--- src/rtl/dense_argmax.sv ---
`default_nettype none
// ============================================================================
//  Module   : dense_argmax
//  Purpose  : Output-decision stage after the dense layer. Tracks the running
//             maximum of each NUM_CLASSES-long frame of signed sums and
//             presents the winning class index/score on a ready/valid port.
//  Option   : define DENSE_ARGMAX_RELU_EN to clamp negative sums to zero
//             before comparison (score is then always >= 0).
//  Revision : 1.0  - initial release
// ============================================================================
module dense_argmax #(
  parameter int NUM_CLASSES = 10,
  parameter int DATA_W      = 16,
  parameter int IDX_W       = 4
) (
  input  logic                     clk,
  input  logic                     rst_n,
  input  logic                     ena,
  input  logic signed [DATA_W-1:0] sum_in,
  input  logic                     sum_valid,
  output logic        [IDX_W-1:0]  class_idx,
  output logic signed [DATA_W-1:0] class_score,
  output logic                     class_valid,
  input  logic                     class_ready,
  output logic                     busy,
  output logic                     overrun
);

  // Index of the final sum of a frame.
  localparam logic [IDX_W-1:0] C_LAST_IDX = IDX_W'(NUM_CLASSES - 1);

  typedef enum logic [0:0] {
    ST_ACCUM = 1'b0,
    ST_HOLD  = 1'b1
  } state_t;

  state_t                     r_state;
  state_t                     w_state_next;
  logic        [IDX_W-1:0]    r_cnt;
  logic        [IDX_W-1:0]    w_cnt_next;

  logic signed [DATA_W-1:0]   r_max;
  logic        [IDX_W-1:0]    r_idx;
  logic signed [DATA_W-1:0]   r_score;
  logic        [IDX_W-1:0]    r_out_idx;
  logic                       r_overrun;

  logic                       w_handshake;
  logic                       w_can_accept;
  logic                       w_accept;
  logic                       w_drop;
  logic                       w_last;
  logic                       w_take;
  logic signed [DATA_W-1:0]   w_sum_eff;
  logic signed [DATA_W-1:0]   w_max_next;
  logic        [IDX_W-1:0]    w_idx_next;

`ifdef DENSE_ARGMAX_RELU_EN
  // Negative sums never beat zero: clamp before the compare.
  assign w_sum_eff = sum_in[DATA_W-1] ? '0 : sum_in;
`else
  assign w_sum_eff = sum_in;
`endif

  // A pending result blocks new sums unless it is being consumed this cycle,
  // in which case the sum becomes element 0 of the next frame (no bubble).
  assign w_handshake  = (r_state == ST_HOLD) & class_ready;
  assign w_can_accept = (r_state == ST_ACCUM) | class_ready;
  assign w_accept     = ena & sum_valid & w_can_accept;
  assign w_drop       = ena & sum_valid & (r_state == ST_HOLD) & ~class_ready;

  // Strict signed compare keeps the lower index on ties; element 0 seeds.
  assign w_last     = (r_cnt == C_LAST_IDX);
  assign w_take     = (r_cnt == '0) | (w_sum_eff > r_max);
  assign w_max_next = w_take ? w_sum_eff : r_max;
  assign w_idx_next = w_take ? r_cnt : r_idx;

  // State and per-frame counter registers.
  always_ff @(posedge clk or negedge rst_n) begin
    if (!rst_n) begin
      r_state <= ST_ACCUM;
      r_cnt   <= '0;
    end else begin
      r_state <= w_state_next;
      r_cnt   <= w_cnt_next;
    end
  end

  // Next-state and counter decode.
  always_comb begin
    w_state_next = r_state;
    w_cnt_next   = r_cnt;
    case (r_state)
      ST_ACCUM: begin
        if (w_accept) begin
          if (w_last) begin
            w_cnt_next   = '0;
            w_state_next = ST_HOLD;
          end else begin
            w_cnt_next = r_cnt + 1'b1;
          end
        end
      end
      ST_HOLD: begin
        if (w_handshake) begin
          w_state_next = ST_ACCUM;
        end
        if (w_accept) begin
          // Counter is zero here; a frame of at least two sums cannot end on
          // this element, but keep the general path for completeness.
          if (w_last) begin
            w_cnt_next   = '0;
            w_state_next = ST_HOLD;
          end else begin
            w_cnt_next = r_cnt + 1'b1;
          end
        end
      end
      default: begin
        w_state_next = ST_ACCUM;
        w_cnt_next   = '0;
      end
    endcase
  end

  // Running max tracker and output result registers.
  always_ff @(posedge clk or negedge rst_n) begin
    if (!rst_n) begin
      r_max     <= '0;
      r_idx     <= '0;
      r_score   <= '0;
      r_out_idx <= '0;
    end else if (w_accept) begin
      r_max <= w_max_next;
      r_idx <= w_idx_next;
      if (w_last) begin
        r_score   <= w_max_next;
        r_out_idx <= w_idx_next;
      end
    end
  end

  // Sticky overrun: a sum arrived while a result was pending and not taken.
  always_ff @(posedge clk or negedge rst_n) begin
    if (!rst_n) begin
      r_overrun <= 1'b0;
    end else if (w_drop) begin
      r_overrun <= 1'b1;
    end
  end

  assign class_idx   = r_out_idx;
  assign class_score = r_score;
  assign class_valid = (r_state == ST_HOLD);
  assign busy        = (r_cnt != '0);
  assign overrun     = r_overrun;

endmodule
`default_nettype wire

--- config.mk ---
export PLATFORM = sky130hd
export DESIGN_NAME = dense_argmax
export DESIGN_NICKNAME = d
export VERILOG_FILES = /design/src/rtl/dense_argmax.sv
export SDC_FILE = /design/constraint.sdc
export NUM_CORES = 1
export LEC_CHECK = 0
export ABC_AREA = 1
export ABC_CLOCK_PERIOD_IN_PS = 2300
export BUFFER_PORTS_ARGS = -buffer_cell sky130_fd_sc_hd__buf_2
export CAP_MARGIN = 20
export CORE_MARGIN = 2
export CORE_UTILIZATION = 56
export CTS_BUF_LIST = sky130_fd_sc_hd__clkbuf_8
export DETAILED_ROUTE_END_ITERATION = 16
export PLACE_DENSITY = 0.78
export SKIP_LAST_GASP = 1
export SLEW_MARGIN = 20
export SYNTH_ARGS = -nofsm -noshare
export SYNTH_HDL_FRONTEND = slang
export SYNTH_SLANG_ARGS = --single-unit
export TNS_END_PERCENT = 100
--- constraint.sdc ---
create_clock -name clk -period 2.3 [get_ports clk]
set_input_delay 0.115 -clock clk [delete_from_list [all_inputs] [get_ports clk]]
set_output_delay 0.115 -clock clk [all_outputs]
set_load 0.02 [all_outputs]
==> impl_metrics.env <==
export IMPL_grt_pass1_vias=2393
export IMPL_muxShareOfSynthArea_pct=0
export IMPL_cap_viol_max_count=0
export IMPL_die_x_um=73.4
export IMPL_hold_depth=2
export IMPL_async_flop_share_pct=100
export IMPL_core_sq_um=4690
export IMPL_cp_cell_sequence="inv_1 > ha_2 > a21oi_1 > o21ai_1 > a21oi_2 > nand2_2 > nand2_4 > nand3_4 > nand2_4 > nand2_4 > nand3_1 > nand2_1"
export IMPL_grt_max_degree=47
export IMPL_hold_viol_final=0
export IMPL_drc=0
export IMPL_fin_util_pct=65.4
export IMPL_area_delta_synth_final_pct=13.8
export IMPL_pre_cts_ws_ns=0.0517
export IMPL_syn_area_sq_um=2690
export IMPL_grt_antenna_before_repair=0
export IMPL_rows=25
export IMPL_reg2reg_slack_ns=0.16
export IMPL_cp_slowest_cell="dfrtp_1"
export IMPL_start_kind="flop"
export IMPL_clkSinkCount=46
export IMPL_routed_wl_um=5890
export IMPL_cp_top_family="simple AND/OR/NAND/NOR gates"
export IMPL_skew_ns=0.00655
export IMPL_netlist_cell_type_count=25
export IMPL_synth_top_family_by_area="simple AND/OR/NAND/NOR gates"
export IMPL_worstSetupPathType="reg2reg"
export IMPL_multi_input_area_sq_um=1320
export IMPL_max_stage_delay_ns=0.38
export IMPL_cp_max_fo=11
export IMPL_reg2reg_to="r_max[0]"
export IMPL_cts_tree="done"
export IMPL_numCtsBuffers=5
export IMPL_synth_fa_ha_area_share_pct=7.43
export IMPL_status="completed"
export IMPL_clk_path_buf_depth=2
export IMPL_crit_path_end_kind="flop"
export IMPL_die_y_um=73.4
export IMPL_synth_edf_count=0
export IMPL_ys_seq_area_share_pct=42.7
export IMPL_min_period_ns=2.14
export IMPL_initial_core_util_pct=57.4
export IMPL_powerDensity_nw_per_um2=1390
export IMPL_period_share_pct=93.2
export IMPL_worstMarginPinSlew_ns=0.587
export IMPL_final_nets=427
export IMPL_drtPass1Iterations=4
export IMPL_rr_worst_depth=12
export IMPL_synth_top_cell_area_share_pct=42.7
export IMPL_setup_tns_final_ns=0
export IMPL_slew_headroom_pct=60.9
export IMPL_drtIter0Drc=169
export IMPL_clkTransAtPathRegs_ns=0.08
export IMPL_setup_viol_count_final=0
export IMPL_ant_nets=0
export IMPL_yosysWarningCount=0
export IMPL_rsz0062_at_grt="true"
export IMPL_crit_arrival_ns=2.33
export IMPL_p_leak_nw=1.80
export IMPL_grt_pass1_wl_um=9920
export IMPL_die_area_sq_um=5380
export IMPL_hold_start="class_ready"
export IMPL_synth_xor_area_share_pct=0.650
export IMPL_vias=2314
export IMPL_io_pins=44
export IMPL_place_gp_congestion=0.841
export IMPL_total_power_mw=4.25
export IMPL_root_buffer="clkbuf_8"
export IMPL_synthCells=344
export IMPL_nFillCells=406
export IMPL_register_area_sq_um=1150
export IMPL_peakVddDrop_v=0.000620
export IMPL_htreeDepth=2
export IMPL_synthFlopType="dfrtp_1"
export IMPL_dp_hpwl_um=4030
export IMPL_synth_area_per_cell_sq_um=7.83
export IMPL_synth_most_common_cell="nand2_1"
export IMPL_path_common_cell="nand2_4"
export IMPL_portBuffers=43
export IMPL_synth_common_cells="nand2_1 (116), nand3_1 (55), dfrtp_1 (46)"
export IMPL_yosys_area_top_type="dfrtp_1"
export IMPL_synth_fp_nets=381
export IMPL_layout_drive_gt1_share_pct=20.3
export IMPL_synth_area_leaders="dfrtp_1 (43%), nand2_1 (16%), nand3_1 (10%), ha_1 (7.4%), inv_1 (6.1%)"
export IMPL_wl_per_cell_um=13.3
export IMPL_layout_setup_ws_ns=0.156
export IMPL_stdcell_count=444
export IMPL_hp_class="in2reg"
export IMPL_diodes=0
export IMPL_dp_cells=435
export IMPL_viasPerCell=5.21
export IMPL_synth_seq_cells=46
export IMPL_track_usage_pct=23.7
export IMPL_hold_end="class_valid"
export IMPL_max_freq_mhz=466
export IMPL_synthSimpleGateAreaFrac_pct=36.9
export IMPL_synth_compound_area_share_pct=3.20
export IMPL_slew_violations=0
export IMPL_grt_ovfl_total=0
export IMPL_required_ns=2.49
export IMPL_r2r_start="r_max[15]"
export IMPL_clk_latency_ns=0.30
export IMPL_cts_setup_buffers=0
export IMPL_path_buf_inv=1
==> what timing repair did <==
item | in CTS | in global routing
resized for setup | 0 | 3
hold buffers | 1 | 0
endpoints found under the setup margin | 0 | 32
hold endpoints to repair | 46 | 0
==> placed cells by master, fill, tap and decap left out, types with 6 or more instances in the layout <==
master / count
nand2_1: 116
nand3_1: 55
inv_1: 46
dfrtp_1: 46
buf_2: 43
ha_1: 15
nor2_1: 12
nand2_4: 12
buf_4: 6
==> worst reg2reg max path, cell delays in order, from the launching register on <==
cell and delay [ns]:
dfrtp_1 0.38, inv_1 0.08, ha_2 0.31, a21oi_1 0.14, o21ai_1 0.09, a21oi_2 0.18, nand2_2 0.09, nand2_4 0.09
nand3_4 0.19, nand2_4 0.28, nand2_4 0.07, nand3_1 0.07, nand2_1 0.06
==> sequential cells by signal (all words and copies together) (netlist names) <==
name / count
r_idx: 4
class_score: 16
overrun: 1
r_cnt: 4
r_max: 16
class_idx: 4
class_valid: 1
==> metal layers <==
metal / vias to the layer above / wire length, um / track usage [%]
met5: - / 0 / 0
met3: 7 / 258 / 4.80
li1: 1175 / - / -
met2: 61 / 2980 / 42.6
met4: 0 / 73 / 7.47
met1: 1071 / 2580 / 28.3
==> final cells by class <==
cell class	instances	area share, %
multi-input combinational	241	43.1
inverter	45	5.51
tap	54	2.20
sequential	46	37.5
clock inverter	2	0.245
clock buffer	5	2.24
timing repair buffer	51	9.18
==> power breakdown <==
part	leakage (nW)	switching (mW)	internal (mW)
combinational	1.17	1.57	0.808
sequential	0.577	0.219	1.19
clock	0.0466	0.263	0.201
total	1.80	2.05	2.20
==> worst max path at each step <==
stage              start         endpoint  slack [ns]  cells past startpoint
6_report       r_max[15]         r_max[0]        0.16                     12
5_1_grt        r_max[15]   class_score[0]      -0.008                     12
4_1_cts        r_max[15]  class_score[15]        0.03                     11
3_5_place_dp   r_max[15]  class_score[15]        0.05                     11
3_3_place_gp   r_max[15]  class_score[15]        0.15                     11
2_1_floorplan  r_max[15]   class_score[0]        0.44                     11
==> kinds of logic after synthesis <==
group / count (synthesis)
buf+inv: 58
flops: 46
simple gates: 207
fa+ha+maj: 16
compound gates: 15
xor+xnor: 2
==> stage by stage <==
| stage | hold WS (ns) | area, sq um |
|---|---|---|
| 2_1_floorplan | -0.181 | 2690 |
| 3_3_place_gp | 0.243 | 2950 |
| 3_5_place_dp | 0.241 | 2950 |
| 4_1_cts | 0.00233 | 3040 |
| 5_1_grt | 0.0165 | 3070 |
| 6_report | 0.0172 | 3070 |
Power figures use the tool's default switching activity.
